$ cat src/rtl/chacha_pkg.sv
// Shared definitions for the ChaCha20 datapath.
// This file holds the skid slice state encoding and the pipeline depth limit.
package chacha_pkg;

  typedef enum logic [1:0] {
    SLICE_EMPTY = 2'd0,
    SLICE_ONE   = 2'd1,
    SLICE_FULL  = 2'd2
  } slice_state_e;

  localparam int MAX_PIPE_STAGES = 8;

endpackage

$ cat src/rtl/skid_slice.sv
// One pipeline stage: a 2-entry skid buffer with a registered ready.
// The output always comes from main. skid catches the word that arrives while the output is stalled.
module skid_slice
  import chacha_pkg::*;
#(
  parameter int DATA_BITS = 32
) (
  input  logic                 clk_i,
  input  logic                 rst_ni,
  input  logic                 clear_i,
  input  logic                 in_valid_i,
  output logic                 in_ready_o,
  input  logic [DATA_BITS-1:0] in_data_i,
  output logic                 out_valid_o,
  input  logic                 out_ready_i,
  output logic [DATA_BITS-1:0] out_data_o
);

  slice_state_e         state;
  logic [DATA_BITS-1:0] main_q;
  logic [DATA_BITS-1:0] skid_q;
  logic                 in_fire;
  logic                 out_fire;

  // ready and valid decode only the state register, so no input reaches them combinationally
  assign in_ready_o  = (state != SLICE_FULL);
  assign out_valid_o = (state != SLICE_EMPTY);
  assign out_data_o  = main_q;
  assign in_fire     = in_valid_i & in_ready_o;
  assign out_fire    = out_valid_o & out_ready_i;

  always_ff @(posedge clk_i or negedge rst_ni) begin
    if (!rst_ni) begin
      state  <= SLICE_EMPTY;
      main_q <= '0;
      skid_q <= '0;
    end else if (clear_i) begin
      state <= SLICE_EMPTY;
    end else begin
      case (state)
        SLICE_EMPTY: begin
          if (in_fire) begin
            state  <= SLICE_ONE;
            main_q <= in_data_i;
          end
        end
        SLICE_ONE: begin
          if (in_fire && out_fire) begin
            main_q <= in_data_i;
          end else if (in_fire) begin
            state  <= SLICE_FULL;
            skid_q <= in_data_i;
          end else if (out_fire) begin
            state <= SLICE_EMPTY;
          end
        end
        SLICE_FULL: begin
          if (out_fire) begin
            state  <= SLICE_ONE;
            main_q <= skid_q;
          end
        end
        default: state <= SLICE_EMPTY;
      endcase
    end
  end

endmodule

$ cat src/rtl/pipe_register.sv
// STAGES-deep valid/ready pipeline register built from cascaded skid slices, with an occupancy count.
// Define PIPE_REG_CLEAR_EN to add the clear_i synchronous flush input.
module pipe_register
  import chacha_pkg::*;
#(
  parameter int DATA_BITS = 32,
  parameter int STAGES    = 1,
  parameter int OCC_BITS  = $clog2(2*STAGES+1)
) (
  input  logic                 clk_i,
  input  logic                 rst_ni,
`ifdef PIPE_REG_CLEAR_EN
  input  logic                 clear_i,
`endif
  input  logic                 in_valid_i,
  output logic                 in_ready_o,
  input  logic [DATA_BITS-1:0] in_data_i,
  output logic                 out_valid_o,
  input  logic                 out_ready_i,
  output logic [DATA_BITS-1:0] out_data_o,
  output logic [OCC_BITS-1:0]  occupancy_o
);

  if (STAGES < 1 || STAGES > MAX_PIPE_STAGES) begin : g_bad_stages
    $error("pipe_register: STAGES out of range");
  end

  logic [STAGES:0]      valid;
  logic [STAGES:0]      ready;
  logic [DATA_BITS-1:0] data [STAGES+1];
  logic                 clear;
  logic                 in_fire;
  logic                 out_fire;
  logic [OCC_BITS-1:0]  occ_q;

`ifdef PIPE_REG_CLEAR_EN
  assign clear = clear_i;
`else
  assign clear = 1'b0;
`endif

  assign valid[0]      = in_valid_i;
  assign data[0]       = in_data_i;
  assign ready[STAGES] = out_ready_i;
  assign in_ready_o    = ready[0];
  assign out_valid_o   = valid[STAGES];
  assign out_data_o    = data[STAGES];
  assign occupancy_o   = occ_q;

  for (genvar k = 0; k < STAGES; k++) begin : g_slice
    skid_slice #(
      .DATA_BITS(DATA_BITS)
    ) u_slice (
      .clk_i      (clk_i),
      .rst_ni     (rst_ni),
      .clear_i    (clear),
      .in_valid_i (valid[k]),
      .in_ready_o (ready[k]),
      .in_data_i  (data[k]),
      .out_valid_o(valid[k+1]),
      .out_ready_i(ready[k+1]),
      .out_data_o (data[k+1])
    );
  end

  assign in_fire  = in_valid_i & ready[0];
  assign out_fire = valid[STAGES] & out_ready_i;

  // Words held across the whole chain. This count moves only at the two ends.
  always_ff @(posedge clk_i or negedge rst_ni) begin
    if (!rst_ni) begin
      occ_q <= '0;
    end else if (clear) begin
      occ_q <= '0;
    end else if (in_fire && !out_fire) begin
      occ_q <= occ_q + OCC_BITS'(1);
    end else if (out_fire && !in_fire) begin
      occ_q <= occ_q - OCC_BITS'(1);
    end
  end

endmodule

$ cat config.mk
export PLATFORM = sky130hd
export DESIGN_NAME = pipe_register
export DESIGN_NICKNAME = d
export VERILOG_FILES = /design/src/rtl/chacha_pkg.sv /design/src/rtl/skid_slice.sv /design/src/rtl/pipe_register.sv
export SDC_FILE = /design/constraint.sdc
export NUM_CORES = 1
export LEC_CHECK = 0
export BUFFER_PORTS_ARGS = -buffer_cell sky130_fd_sc_hd__buf_2
export CAP_MARGIN = 20
export CORE_ASPECT_RATIO = 0.5
export CORE_MARGIN = 2
export CORE_UTILIZATION = 33
export CTS_BUF_LIST = sky130_fd_sc_hd__clkbuf_4
export DETAILED_ROUTE_END_ITERATION = 8
export PLACE_DENSITY = 0.6
export REMOVE_ABC_BUFFERS = 1
export SYNTH_ARGS = -nofsm -noshare
export SYNTH_HDL_FRONTEND = slang
export SYNTH_SLANG_ARGS = --single-unit
$ cat constraint.sdc
create_clock -name clk_i -period 4.9 [get_ports clk_i]
set_input_delay 0.49 -clock clk_i [delete_from_list [all_inputs] [get_ports clk_i]]
set_output_delay 0.49 -clock clk_i [all_outputs]
set_load 0.01 [all_outputs]
==> impl_metrics.py, run 1 <==
metrics = {
    "pwr": {
        "power_mw": 2.32,
        "peakVddDrop_uv": 183,
        "p_leak_nw": 1.44,
        "power_density_nw_per_um2": 672,
    },
    "detailed_routing": {
        "viasPerCell": 4.91,
        "wl_per_cell_um": 15.7,
        "drtIter0Drc": 136,
        "drc": 0,
        "drt-total-wl_um": 6150,
        "dr.pass1.iters": 4,
        "num_vias": 1923,
        "drtAntennaViolNets": 0,
    },
    "critical_path": {
        "cp.required_ps": 5200,
        "cp_slowest_cell": "mux2i_4",
        "startpoint_type": "flip-flop",
        "cpMostUsedCell": "buf_4",
        "cp_max_fo": 38,
        "critPathKind": "reg2reg",
        "critPathArrivalTime_ps": 3440,
        "slowest_delay_ps": 740,
        "path_cells": "buf_4 > or2_2 > nand2_1 > inv_1 > ha_1 > mux2i_4 > o21ai_2 > buf_4 > o21a_1",
        "end_kind": "flip-flop",
    },
    "clocking": {
        "root_buffer": "clkbuf_4",
        "cts.path.max_buffers": 2,
        "cts_buffers": 9,
        "clk_latency_ps": 410,
        "htree_levels": 3,
        "post_cts_resize_count": 0,
        "cts_tree": "built",
        "cts_setup_buffers": 0,
        "cts_num_sinks": 68,
        "ctsHoldBuffers": 0,
        "clk_pin_slew_ps": 110,
    },
    "sta": {
        "finalSetupViolCount": 0,
        "whs_ps": 244,
        "grt_setup_unrepaired": "no",
        "relSlewSlack": 0.342,
        "fin_skew_ps": 10.3,
        "tightest_slew_ps": 967,
        "hold_viol_final": 0,
        "finalCritPeriodShare": 0.641,
        "max_freq_mhz": 318,
        "drv_slew": 0,
        "period_minus_slack_ps": 3140,
        "setup_tns_ps": 0,
    },
    "yosys": {
        "synthTopCellsByArea": "dfrtp_1 58%, mux2_2 12%, o32a_1 11%, o21a_1 8.2%, buf_6 3.5%",
        "seq_area_frac_synth": 0.584,
        "synth_area_um2": 2910,
        "syn_avg_cell_area_um2": 14.5,
        "synth_area_leader_cell": "dfrtp_1",
        "synthDistinctLibCells": 24,
        "synth_top_area_frac": 0.584,
        "yosysWarnings": 0,
        "ys_ff_latch": 68,
        "netlist_instances": 201,
    },
    "grt": {
        "grt-ovfl-total": 0,
        "grt_max_degree": 69,
        "grtUsageTotal": 0.141,
        "antenna_found_initial": 0,
        "grt_pass1_wl_um": 10400,
        "grt_pass1_vias": 2116,
    },
    "final_layout": {
        "drive_above_1_share": 0.455,
        "antenna-diode-count": 0,
        "final_cells": 392,
        "area_growth_pct": 18.5,
        "fin_area_um2": 3450,
        "final_nets": 308,
    },
    "floorplanning": {
        "start_util": 0.337,
        "die_area_um2": 9640,
        "die_w_um": 137,
        "core_um2": 8650,
        "ios": 72,
        "rows": 24,
        "die_h_um": 70.4,
    },
    "placed_design": {
        "globalplace.congestion": 0.758,
        "placed_cell_area_um2": 3320,
        "port_buffers": 71,
        "place_hpwl_um": 4210,
        "placedCellCount": 376,
    },
    "outcome": {
        "outcome": "finished, final reports clean",
    },
    "flow_run": {
        "cap_violations": 0,
    },
    "min_path": {
        "hold_class": "in2async",
    },
}
==> path summary, 6_finish.rpt <==
check / from / to / slack, ps / cells past startpoint
max in group asynchronous: rst_ni / g_slice[0].u_slice.skid_q[23] / 4090 / 2
min: rst_ni / g_slice[0].u_slice.out_data_o[13] / 240 / 2
min in group clk_i: out_ready_i / g_slice[0].u_slice.state[1] / 310 / 2
min reg2reg: occupancy_o[1] / occupancy_o[1] / 490 / 1
max reg2reg: g_slice[0].u_slice.state[1] / g_slice[0].u_slice.out_data_o[19] / 1760 / 9
max: g_slice[0].u_slice.state[1] / g_slice[0].u_slice.out_data_o[19] / 1760 / 9
==> state kept, by name (all words and copies together) (netlist names) <==
name                        flops
occupancy_o                     2
g_slice.u_slice.skid_q         32
g_slice.u_slice.state           2
g_slice.u_slice.out_data_o     32
==> worst max-delay path, delay by kind of cell (launching register included) <==
kind            cells  cell delay, ps
compound gates      2             590
mux                 1             740
simple gates        2             440
fa+ha+maj           1             230
flops               1             380
buf+inv             3             620
==> routing by layer <==
layer	GRT usage	wire (µm)	vias to the layer above
met5	0	0	-
met4	0.0619	121	0
met3	0.0407	161	13
met2	0.234	3120	29
met1	0.171	2760	974
li1	-	-	907
==> power breakdown <==
| part | internal, mW | total (mW) | switching (mW) |
|---|---|---|---|
| clock | 0.152 | 0.353 | 0.201 |
| combinational | 0.502 | 0.964 | 0.462 |
| sequential | 0.850 | 1.00 | 0.154 |
| total | 1.50 | 2.32 | 0.817 |
==> stage by stage <==
step	worst slack [ps]	util
3_3_place_gp	1910	0.384
4_1_cts	1740	0.399
5_1_grt	1500	0.399
6_report	1760	0.399
3_5_place_dp	1760	0.384
2_1_floorplan	1560	-
==> placed cells by master (no fill, tap or decap), types with 2 or more instances in the layout <==
master	netlist	final
buf_2	5	71
buf_4	0	4
clkbuf_4	0	9
clkinv_1	0	2
clkinvlp_4	0	4
dfrtp_1	68	68
ha_1	2	2
mux2_2	32	32
nor2_1	2	2
o21a_1	32	32
o32a_1	32	32
xor2_1	2	2
==> cell usage after synthesis <==
library cell / n
inv_1: 1
nor2_1: 2
and4bb_2: 1
clkbuf_1: 3
mux2i_2: 1
nand2b_1: 1
or2_2: 1
ha_1: 2
o21ai_2: 1
buf_2: 5
o32a_1: 32
o21bai_1: 1
nand3b_1: 1
nand2_1: 1
o21ai_0: 1
mux2_2: 32
or2b_1: 1
o22ai_1: 1
xor2_1: 2
and2_1: 1
buf_6: 9
dfrtp_1: 68
xnor2_1: 1
o21a_1: 32
==> cells by family (layout without fill, tap and decap cells) <==
logic type      Yosys count  count (layout)  synth area share
compound gates           68              68             0.202
mux                      33              33             0.128
flops                    68              68             0.584
buf+inv                  18              92            0.0485
fa+ha+maj                 2               2           0.00859
xor+xnor                  3               3           0.00902
simple gates              9               9            0.0198
==> cell type report <==
type | instances | area, µm²
Multi-Input combinational cell | 115 | 1080
Clock buffer | 9 | 67.6
Clock inverter | 7 | 67.6
Fill cell | 852 | 5200
Timing Repair Buffer | 75 | 385
Sequential cell | 68 | 1700
Tap cell | 117 | 146
Inverter | 1 | 3.75
Power figures use the tool's default switching activity.
==> inputs of run 2 (changes only) <==
Settings changed: PLACE_DENSITY 0.6 to 0.62.
Clock period 4.9 ns to 2.7 ns, I/O delays scaled along.
==> run 2 against run 1 <==
Total power up 79%. Cell count up 1.0%. Clock power is 55% higher. Global-route usage increased by 0.50 points. Clock-buffer cell count is the same. Via count rose by 3.8%. Non-clock buffer count rose by 5. Design area increased by 1.1%. Critical path type unchanged. Critical path depth down 2. Clock skew increased by 1.2 ps. Critical endpoint is now g_slice[0].u_slice.out_data_o[24]. Maximum frequency grew 36%.
==> impl_metrics.py, run 2 (same netlist as run 1, synthesis figures left out) <==
metrics = {
    "sta": {
        "tightest_slew_ps": 678,
        "finalCritPeriodShare": 0.858,
        "setup_tns_ps": 0,
        "hold_viol_final": 0,
        "finalSetupViolCount": 0,
        "setup_ws_ps": 384,
        "fin_skew_ps": 11.5,
        "grt_setup_unrepaired": "no",
        "relSlewSlack": 0.548,
        "whs_ps": 93.4,
        "period_minus_slack_ps": 2320,
        "drv_slew": 0,
        "max_freq_mhz": 432,
    },
    "grt": {
        "grt_use_met3": 0.0603,
        "grt_pass1_vias": 2211,
        "grtUsageTotal": 0.146,
        "antenna_found_initial": 0,
        "grt-ovfl-total": 0,
        "grt_use_met2": 0.252,
        "met1_usage": 0.164,
        "grt-busiest-layer": "met2",
        "grt_max_degree": 46,
        "grt_pass1_wl_um": 10800,
    },
    "floorplanning": {
        "ios": 72,
        "die_h_um": 70.4,
        "die_w_um": 137,
        "core_um2": 8650,
        "start_util": 0.337,
        "rows": 24,
        "die_area_um2": 9640,
    },
    "detailed_routing": {
        "dr.pass1.iters": 4,
        "num_vias": 1996,
        "drtIter0Drc": 102,
        "drc": 0,
        "viasPerCell": 5.04,
        "drt-total-wl_um": 6340,
        "drtAntennaViolNets": 0,
        "wl_per_cell_um": 16.0,
    },
    "pwr": {
        "power_density_nw_per_um2": 1190,
        "peakVddDrop_uv": 301,
        "power_mw": 4.15,
        "p_leak_nw": 1.46,
    },
    "min_path": {
        "hold_class": "in2reg",
        "holdPathStages": 2,
        "min_to": "g_slice[0].u_slice.skid_q[8]",
        "hp-start": "in_data_i[8]",
    },
    "placed_design": {
        "pre_cts_ws_ps": 388,
        "placedCellCount": 379,
        "port_buffers": 71,
        "place_hpwl_um": 4300,
        "globalplace.congestion": 0.734,
        "placed_cell_area_um2": 3350,
    },
    "final_layout": {
        "final_common_cell": "buf_2",
        "final_util": 0.404,
        "final_nets": 313,
        "drive_above_1_share": 0.466,
        "antenna-diode-count": 0,
        "final_cells": 396,
        "seq_area_um2": 1700,
        "fin_area_um2": 3490,
        "multiInputGateArea_um2": 1080,
        "mostFrequentLayoutCells": "71 x buf_2, 68 x dfrtp_1, 32 x o32a_1, 32 x o21a_1, 32 x mux2_2",
        "nFillCells": 822,
        "area_growth_pct": 19.8,
    },
    "outcome": {
        "outcome": "finished, final reports clean",
    },
    "critical_path": {
        "critPathArrivalTime_ps": 2670,
        "ff2ff_setup_slack_ps": 380,
        "reg2reg_depth": 7,
        "cp.required_ps": 3050,
        "cp_max_fo": 17,
        "r2r-end": "g_slice[0].u_slice.out_data_o[24]",
        "critPathKind": "reg2reg",
        "end_kind": "flip-flop",
        "r2r_start": "g_slice[0].u_slice.state[0]",
        "startpoint_type": "flip-flop",
    },
    "flow_run": {
        "cap_violations": 0,
    },
    "clocking": {
        "cts_buffers": 9,
        "clk_latency_ps": 410,
        "cts_num_sinks": 68,
        "htree_levels": 3,
        "cts.path.max_buffers": 2,
        "clk_pin_slew_ps": 120,
        "cts_tree": "built",
        "cts_setup_buffers": 0,
        "root_buffer": "clkbuf_4",
    },
}
## run 2: cell types whose count changed in the layout (fill, tap and decap cells not counted)
cell and change:
dlygate4sd3_1 +1, buf_12 +2, clkinvlp_4 -1, clkinv_2 +2
clkinv_1 -2, buf_4 +2, inv_6 +1, bufinv_16 -1
## run 2: report_power, final
group	internal (mW)	switching, mW	total [mW]
clock network	0.183	0.365	0.548
logic	0.939	0.847	1.79
registers	1.54	0.274	1.82
total	2.66	1.49	4.15
## run 2: worst max-delay path by stage
stage | startpoint | to | slack [ps] | depth (start not counted)
5_1_grt | g_slice[0].u_slice.state[0] | g_slice[0].u_slice.out_data_o[23] | 180 | 7
3_5_place_dp | g_slice[0].u_slice.state[0] | g_slice[0].u_slice.out_data_o[0] | 390 | 7
2_1_floorplan | g_slice[0].u_slice.state[1] | g_slice[0].u_slice.out_data_o[0] | -640 | 6
3_3_place_gp | g_slice[0].u_slice.state[0] | g_slice[0].u_slice.skid_q[12] | 550 | 7
4_1_cts | g_slice[0].u_slice.state[0] | g_slice[0].u_slice.out_data_o[11] | 350 | 7
6_report | g_slice[0].u_slice.state[0] | g_slice[0].u_slice.out_data_o[24] | 380 | 7
## run 2: repair_timing
action,CTS,global route
resized for setup,0,0
endpoints found under the hold margin,0,43
hold buffers,0,1
## run 2: layout make-up
class                   count  share of cell area
clock buffers               9              0.0194
multi-input cells         115               0.309
inverters                   1             0.00108
well taps                 117              0.0419
repair buffers             80               0.129
clock inverters             6              0.0118
flip-flops and latches     68               0.487
## run 2: per-layer routing
metal | routed length [µm] | share of wire | vias to the layer above
met2 | 3250 | 0.51 | 30
met1 | 2750 | 0.43 | 1036
li1 | - | - | 923
met5 | 0 | 0 | -
met4 | 54 | 0.0085 | 0
met3 | 283 | 0.045 | 7
## run 2: critical path, cell delays in order, from the launching register on
cell and delay [ps]:
dfrtp_1 500, nand2b_1 200, and2_1 180, ha_1 240
mux2i_4 100, o21ai_2 540, buf_4 350, o21a_1 140
